<file path="src/rtl/dmem_rmw_port.sv">
// Data-memory responder: lane-checked loads and stores against a word-wide SRAM
// without byte enables. Sub-word stores are read-modify-write; loads are sign/zero-extended.
module dmem_rmw_port #(
   parameter int ADDR_W = 12,
   parameter int RD_LAT = 1
) (
   input  logic              clk,
   input  logic              reset_n,
   input  logic              req_valid,
   output logic              req_ready,
   input  logic              req_we,
   input  logic [3:0]        req_byte_en,
   input  logic [2:0]        req_funct3,
   input  logic [ADDR_W-1:0] req_addr,
   input  logic [31:0]       req_wdata,
   output logic              rsp_valid,
   output logic [31:0]       rsp_rdata,
   output logic              rsp_err,
   output logic              mem_en,
   output logic              mem_we,
   output logic [ADDR_W-3:0] mem_addr,
   output logic [31:0]       mem_wdata,
   input  logic [31:0]       mem_rdata
);

   localparam logic [2:0] S_IDLE = 3'd0;
   localparam logic [2:0] S_RD   = 3'd1;
   localparam logic [2:0] S_WAIT = 3'd2;
   localparam logic [2:0] S_WR   = 3'd3;
   localparam logic [2:0] S_RESP = 3'd4;

   localparam int CNT_W = (RD_LAT > 1) ? $clog2(RD_LAT) : 1;

   logic [2:0]        r_state;
   logic [ADDR_W-1:0] r_addr;
   logic              r_we;
   logic [3:0]        r_byte_en;
   logic [2:0]        r_funct3;
   logic [31:0]       r_wdata;
   logic [CNT_W-1:0]  r_cnt;
   logic [31:0]       r_rsp_rdata;
   logic              r_rsp_err;
   logic [31:0]       r_mem_wdata;

   logic        w_accept;
   logic        w_be_ok;
   logic [1:0]  w_low_lane;
   logic        w_ld_ok;
   logic        w_noop;
   logic        w_err;
   logic [31:0] w_shifted;
   logic [31:0] w_ld_word;
   logic [31:0] w_ld_data;
   logic [31:0] w_merge;

   assign w_accept  = req_valid & (r_state == S_IDLE);
   assign w_noop    = req_we & (req_byte_en == 4'b0000);
   assign w_shifted = req_wdata << {req_addr[1:0], 3'b000};

   // NOTE: every combinational output gets a default first so no latch is inferred.
   always_comb begin
      w_be_ok    = 1'b0;
      w_low_lane = 2'd0;
      case (req_byte_en)
         4'b0001, 4'b0011, 4'b1111: begin w_be_ok = 1'b1; w_low_lane = 2'd0; end
         4'b0010:                   begin w_be_ok = 1'b1; w_low_lane = 2'd1; end
         4'b0100, 4'b1100:          begin w_be_ok = 1'b1; w_low_lane = 2'd2; end
         4'b1000:                   begin w_be_ok = 1'b1; w_low_lane = 2'd3; end
         default:                   begin w_be_ok = 1'b0; w_low_lane = 2'd0; end
      endcase
      w_ld_ok = 1'b0;
      case (req_funct3)
         3'b000, 3'b100: w_ld_ok = 1'b1;
         3'b001, 3'b101: w_ld_ok = ~req_addr[0];
         3'b010:         w_ld_ok = (req_addr[1:0] == 2'b00);
         default:        w_ld_ok = 1'b0;
      endcase
      // A no-op store is legal and simply completes without touching the SRAM.
      w_err = req_we ? (~w_noop & ~(w_be_ok & (w_low_lane == req_addr[1:0]))) : ~w_ld_ok;
   end

   assign w_ld_word = mem_rdata >> {r_addr[1:0], 3'b000};

   always_comb begin
      w_ld_data = w_ld_word;
      case (r_funct3[1:0])
         2'b00:   w_ld_data = {{24{~r_funct3[2] & w_ld_word[7]}},  w_ld_word[7:0]};
         2'b01:   w_ld_data = {{16{~r_funct3[2] & w_ld_word[15]}}, w_ld_word[15:0]};
         default: w_ld_data = w_ld_word;
      endcase
      w_merge = mem_rdata;
      for (int i = 0; i < 4; i++) begin
         if (r_byte_en[i]) w_merge[8*i +: 8] = r_wdata[8*i +: 8];
      end
   end

   // NOTE: sequential state is assigned only with non-blocking assignments.
   always_ff @(posedge clk or negedge reset_n) begin
      if (!reset_n) begin
         r_state     <= S_IDLE;
         r_addr      <= '0;
         r_we        <= 1'b0;
         r_byte_en   <= 4'b0000;
         r_funct3    <= 3'b000;
         r_wdata     <= '0;
         r_cnt       <= '0;
         r_rsp_rdata <= '0;
         r_rsp_err   <= 1'b0;
         r_mem_wdata <= '0;
      end else begin
         case (r_state)
            S_IDLE: begin
               if (w_accept) begin
                  r_addr    <= req_addr;
                  r_we      <= req_we;
                  r_byte_en <= req_byte_en;
                  r_funct3  <= req_funct3;
                  r_wdata   <= w_shifted;
                  if (w_err | w_noop) begin
                     r_state     <= S_RESP;
                     r_rsp_rdata <= '0;
                     r_rsp_err   <= w_err;
                  end else if (req_we & (req_byte_en == 4'b1111)) begin
                     r_state     <= S_WR;
                     r_mem_wdata <= w_shifted;
                  end else begin
                     r_state <= S_RD;
                  end
               end
            end
            S_RD: begin
               r_state <= S_WAIT;
               r_cnt   <= CNT_W'(RD_LAT - 1);
            end
            S_WAIT: begin
               if (r_cnt == '0) begin
                  if (r_we) begin
                     r_state     <= S_WR;
                     r_mem_wdata <= w_merge;
                  end else begin
                     r_state     <= S_RESP;
                     r_rsp_rdata <= w_ld_data;
                     r_rsp_err   <= 1'b0;
                  end
               end else begin
                  r_cnt <= r_cnt - CNT_W'(1);
               end
            end
            S_WR: begin
               r_state     <= S_RESP;
               r_rsp_rdata <= '0;
               r_rsp_err   <= 1'b0;
            end
            S_RESP:  r_state <= S_IDLE;
            default: r_state <= S_IDLE;
         endcase
      end
   end

   // Strobes decode straight from state so an async reset removes them at once.
   assign req_ready = (r_state == S_IDLE);
   assign rsp_valid = (r_state == S_RESP);
   assign rsp_rdata = r_rsp_rdata;
   assign rsp_err   = r_rsp_err;
   assign mem_en    = (r_state == S_RD) | (r_state == S_WR);
   assign mem_we    = (r_state == S_WR);
   assign mem_addr  = r_addr[ADDR_W-1:2];
   assign mem_wdata = r_mem_wdata;

endmodule

</file>
<file path="config.mk">
export PLATFORM = sky130hd
export DESIGN_NAME = dmem_rmw_port
export DESIGN_NICKNAME = d
export VERILOG_FILES = /design/src/rtl/dmem_rmw_port.sv
export SDC_FILE = /design/constraint.sdc
export NUM_CORES = 1
export LEC_CHECK = 0
export ABC_AREA = 0
export BUFFER_PORTS_ARGS = -buffer_cell sky130_fd_sc_hd__buf_2
export CORE_MARGIN = 4
export CORE_UTILIZATION = 33
export CTS_CLUSTER_SIZE = 25
export DETAILED_ROUTE_END_ITERATION = 8
export PLACE_DENSITY = 0.63
export SETUP_SLACK_MARGIN = 0.3
export SYNTH_ARGS = -nofsm -noshare
export SYNTH_HDL_FRONTEND = slang
export SYNTH_SLANG_ARGS = --single-unit
</file>
<file path="constraint.sdc">
create_clock -name clk -period 3.5 [get_ports clk]
set_input_delay 0.175 -clock clk [delete_from_list [all_inputs] [get_ports clk]]
set_output_delay 0.175 -clock clk [all_outputs]
set_load 0.1 [all_outputs]
</file>
==> reports/qor.txt <==
outcome: completed
Min-Delay Path Depth: 2
highest clock rate: 407 MHz
Final GP Congestion: 0.842
placed inst area: 7780 um^2
Core Region: 20300 um^2
Final Setup Violations: 0
Min Clock Period, post-route: 2.46 ns
Antenna Violating Nets Remaining: 0
sequential fraction of the synthesis area: 43.9%
setup TNS: 0 ns
kind of critical path: reg -> reg
Max-Cap Viols: 0
reg2reg end: rsp_rdata[0]
Pre-antenna DRT Iters: 5
GRT overflow: 0
Critical Path Sink Type: register
WHS Endpoint: r_funct3[1]
critical path peak fanout: 48
Mapped Cells: 661
critical-path cell list: nor2b_1, nand2b_2, buf_4, a211oi_1, mux2_4
Critical Path AT: 2.82 ns
Crit-path slowest cell: nand2b_2
Worst R2R Path Depth: 5
1st-iter DRT viols: 456
crit path launch type: register
CTS H-Tree Depth: 4
Min-Delay Path Class: in -> reg
vias: 5499
Nets: 895
Layout area overhead: 24.4%
post-synthesis cell area: 6840 um^2
post-synth cell types: 45
Max transition margin: 22.7%
DRC errors left: 0
Total Routing Usage GR: 17.8%
Final Skew: 0.0108 ns
routed len/inst: 18.9 um
die height: 152 um
via/cell ratio: 5.03
TritonCTS Buffers: 17
EDFF count, synth: 0
CP Launch Point: r_state[2]
CTS tree: built
min-delay src: req_funct3[1]
Clock Latency Late Sink: 0.42 ns
CTS root buf: clkbuf_16
clk sinks: 120
Resized Gates After CTS: 0
post-synth net total: 748
maximum number of pins on one net before global-route repair: 61
routed wire length: 20600 um
Port Buffers: 165
WP data required: 3.86 ns
Largest delay share family, worst path: simple AND/OR/NAND/NOR gates
fillcell total: 1988
Die W: 152 um
Hold Fails Final Rpt: 0
IO Pins: 166
Initial Util: 33.7%
Syn Area/Cell: 10.3 um^2
Util after Layout: 41.9%
clock buffer depth: 2
Worst Tran Pin Value: 1.16 ns
slowest stage delay, CP: 0.59 ns
number of global-route vias before repair: 5425
layout cells sized above 1: 39.1%
R2R setup slack: 1.04 ns
synth warn: 0
unrepaired setup endpoints after global routing: false
Main synth FF type: dfrtp_1
DPL Wire Length: 15300 um
final period utilization: 70.2%
design area: 8510 um^2
Worst-path clk slew: 0.06 ns
die area: 23100 um^2
reg-to-reg startpoint: r_state[2]
initial antenna violation count: 2
#FFs+latches synth: 120
Slew Limit Fails: 0
asr flop ratio synth: 100%
first-pass GRT wire length: 31900 um
placement row count: 52
WP buf/inv: 1
==> how the worst max path moves through the flow <==
| stage | end | slack (ns) | depth (start not counted) |
|---|---|---|---|
| 2_1_floorplan | rsp_err | 0.57 | 6 |
| 3_3_place_gp | rsp_rdata[23] | 1.0 | 8 |
| 3_5_place_dp | rsp_rdata[23] | 0.97 | 8 |
| 4_1_cts | rsp_rdata[0] | 1.05 | 5 |
| 5_1_grt | rsp_rdata[9] | 0.90 | 5 |
| 6_report | rsp_rdata[0] | 1.04 | 5 |
==> synthesized netlist by cell type, types with 2 or more instances <==
cell type    n  area, um^2
mux2_2      69         777
a211oi_1    38         285
o21ai_0     57         285
o2bb2ai_1    6        52.6
nor3_1       3        15.0
mux2_1       3        33.8
inv_1        2        7.51
buf_4       12        90.1
buf_2        8        40.0
and2_1       2        12.5
nor2b_1     35         219
mux2i_1     33         330
nand2_1     69         259
o211ai_1     5        37.5
nor3b_1      2        15.0
buf_6        2        22.5
and3_1      18         113
buf_12       3        60.1
nor2_1      24        90.1
o22ai_1      2        12.5
mux2_4      29         435
nand3b_1     2        15.0
clkbuf_1    36         135
dfrtp_1    120        3000
nand2b_1    11        68.8
a21oi_1     51         255
==> layout make-up <==
| type | count | area [um^2] | area share (%) |
|---|---|---|---|
| diodes | 2 | 5.00 | 0.0588 |
| clock buffers | 18 | 439 | 5.16 |
| clock inverters | 14 | 174 | 2.04 |
| inverters | 2 | 7.51 | 0.0882 |
| multi-input cells | 476 | 3490 | 41.0 |
| flip-flops and latches | 120 | 3000 | 35.3 |
| well taps | 270 | 338 | 3.97 |
| repair buffers | 191 | 1050 | 12.4 |
==> sequential cells by signal (all words and copies together) (netlist names) <==
name       flops
rsp_rdata     32
r_we           1
r_wdata       32
rsp_err        1
r_addr        12
mem_wdata     32
r_funct3       3
r_byte_en      4
r_state        3
==> per-layer routing <==
layer	track usage, %	routed length, um
met3	4.84	1320
met1	24.5	9380
met4	5.31	397
met2	27.4	9550
met5	0	0
==> cell families (layout without fill, tap and decap cells) <==
family,count (synthesis),count (layout),synth area share (%)
simple gates,174,174,12.7
compound gates,168,168,15.0
mux,134,134,23.1
flops,120,120,43.9
buf+inv,65,225,5.32
other cells,0,2,0
==> per-stage QoR <==
stage	instances	hold slack [ns]	setup WS [ns]
4_1_cts	1091	0.0179	1.05
3_3_place_gp	1048	0.308	0.997
3_5_place_dp	1048	0.309	0.970
5_1_grt	1093	0.0202	0.897
2_1_floorplan	661	-0.121	0.570
6_report	1093	0.0302	1.04
==> placed cells by master (no fill, tap or decap), drive strengths merged, types with 18 or more instances in the layout <==
cell type / n
a211oi: 39
a21oi: 51
and3: 18
buf: 180
clkbuf: 18
dfrtp: 120
mux2: 101
mux2i: 33
nand2: 69
nor2: 24
nor2b: 35
o21ai: 57
==> worst register-to-register path, cell delays in order (launching register included) <==
cell	delay, ns
dfrtp_1	0.50
nor2b_1	0.30
nand2b_2	0.59
buf_4	0.48
a211oi_1	0.32
mux2_4	0.21
==> timing repair <==
| item | in CTS | in global routing |
|---|---|---|
| buffers inserted | 0 | 0 |
| hold endpoints to repair | 67 | 0 |
| hold buffers | 11 | 0 |
| endpoints found under the setup margin | 0 | 0 |
Power is left out: the tool's default activity adds up to more than one toggle a clock period on the data nets, which glitch-free logic cannot reach.
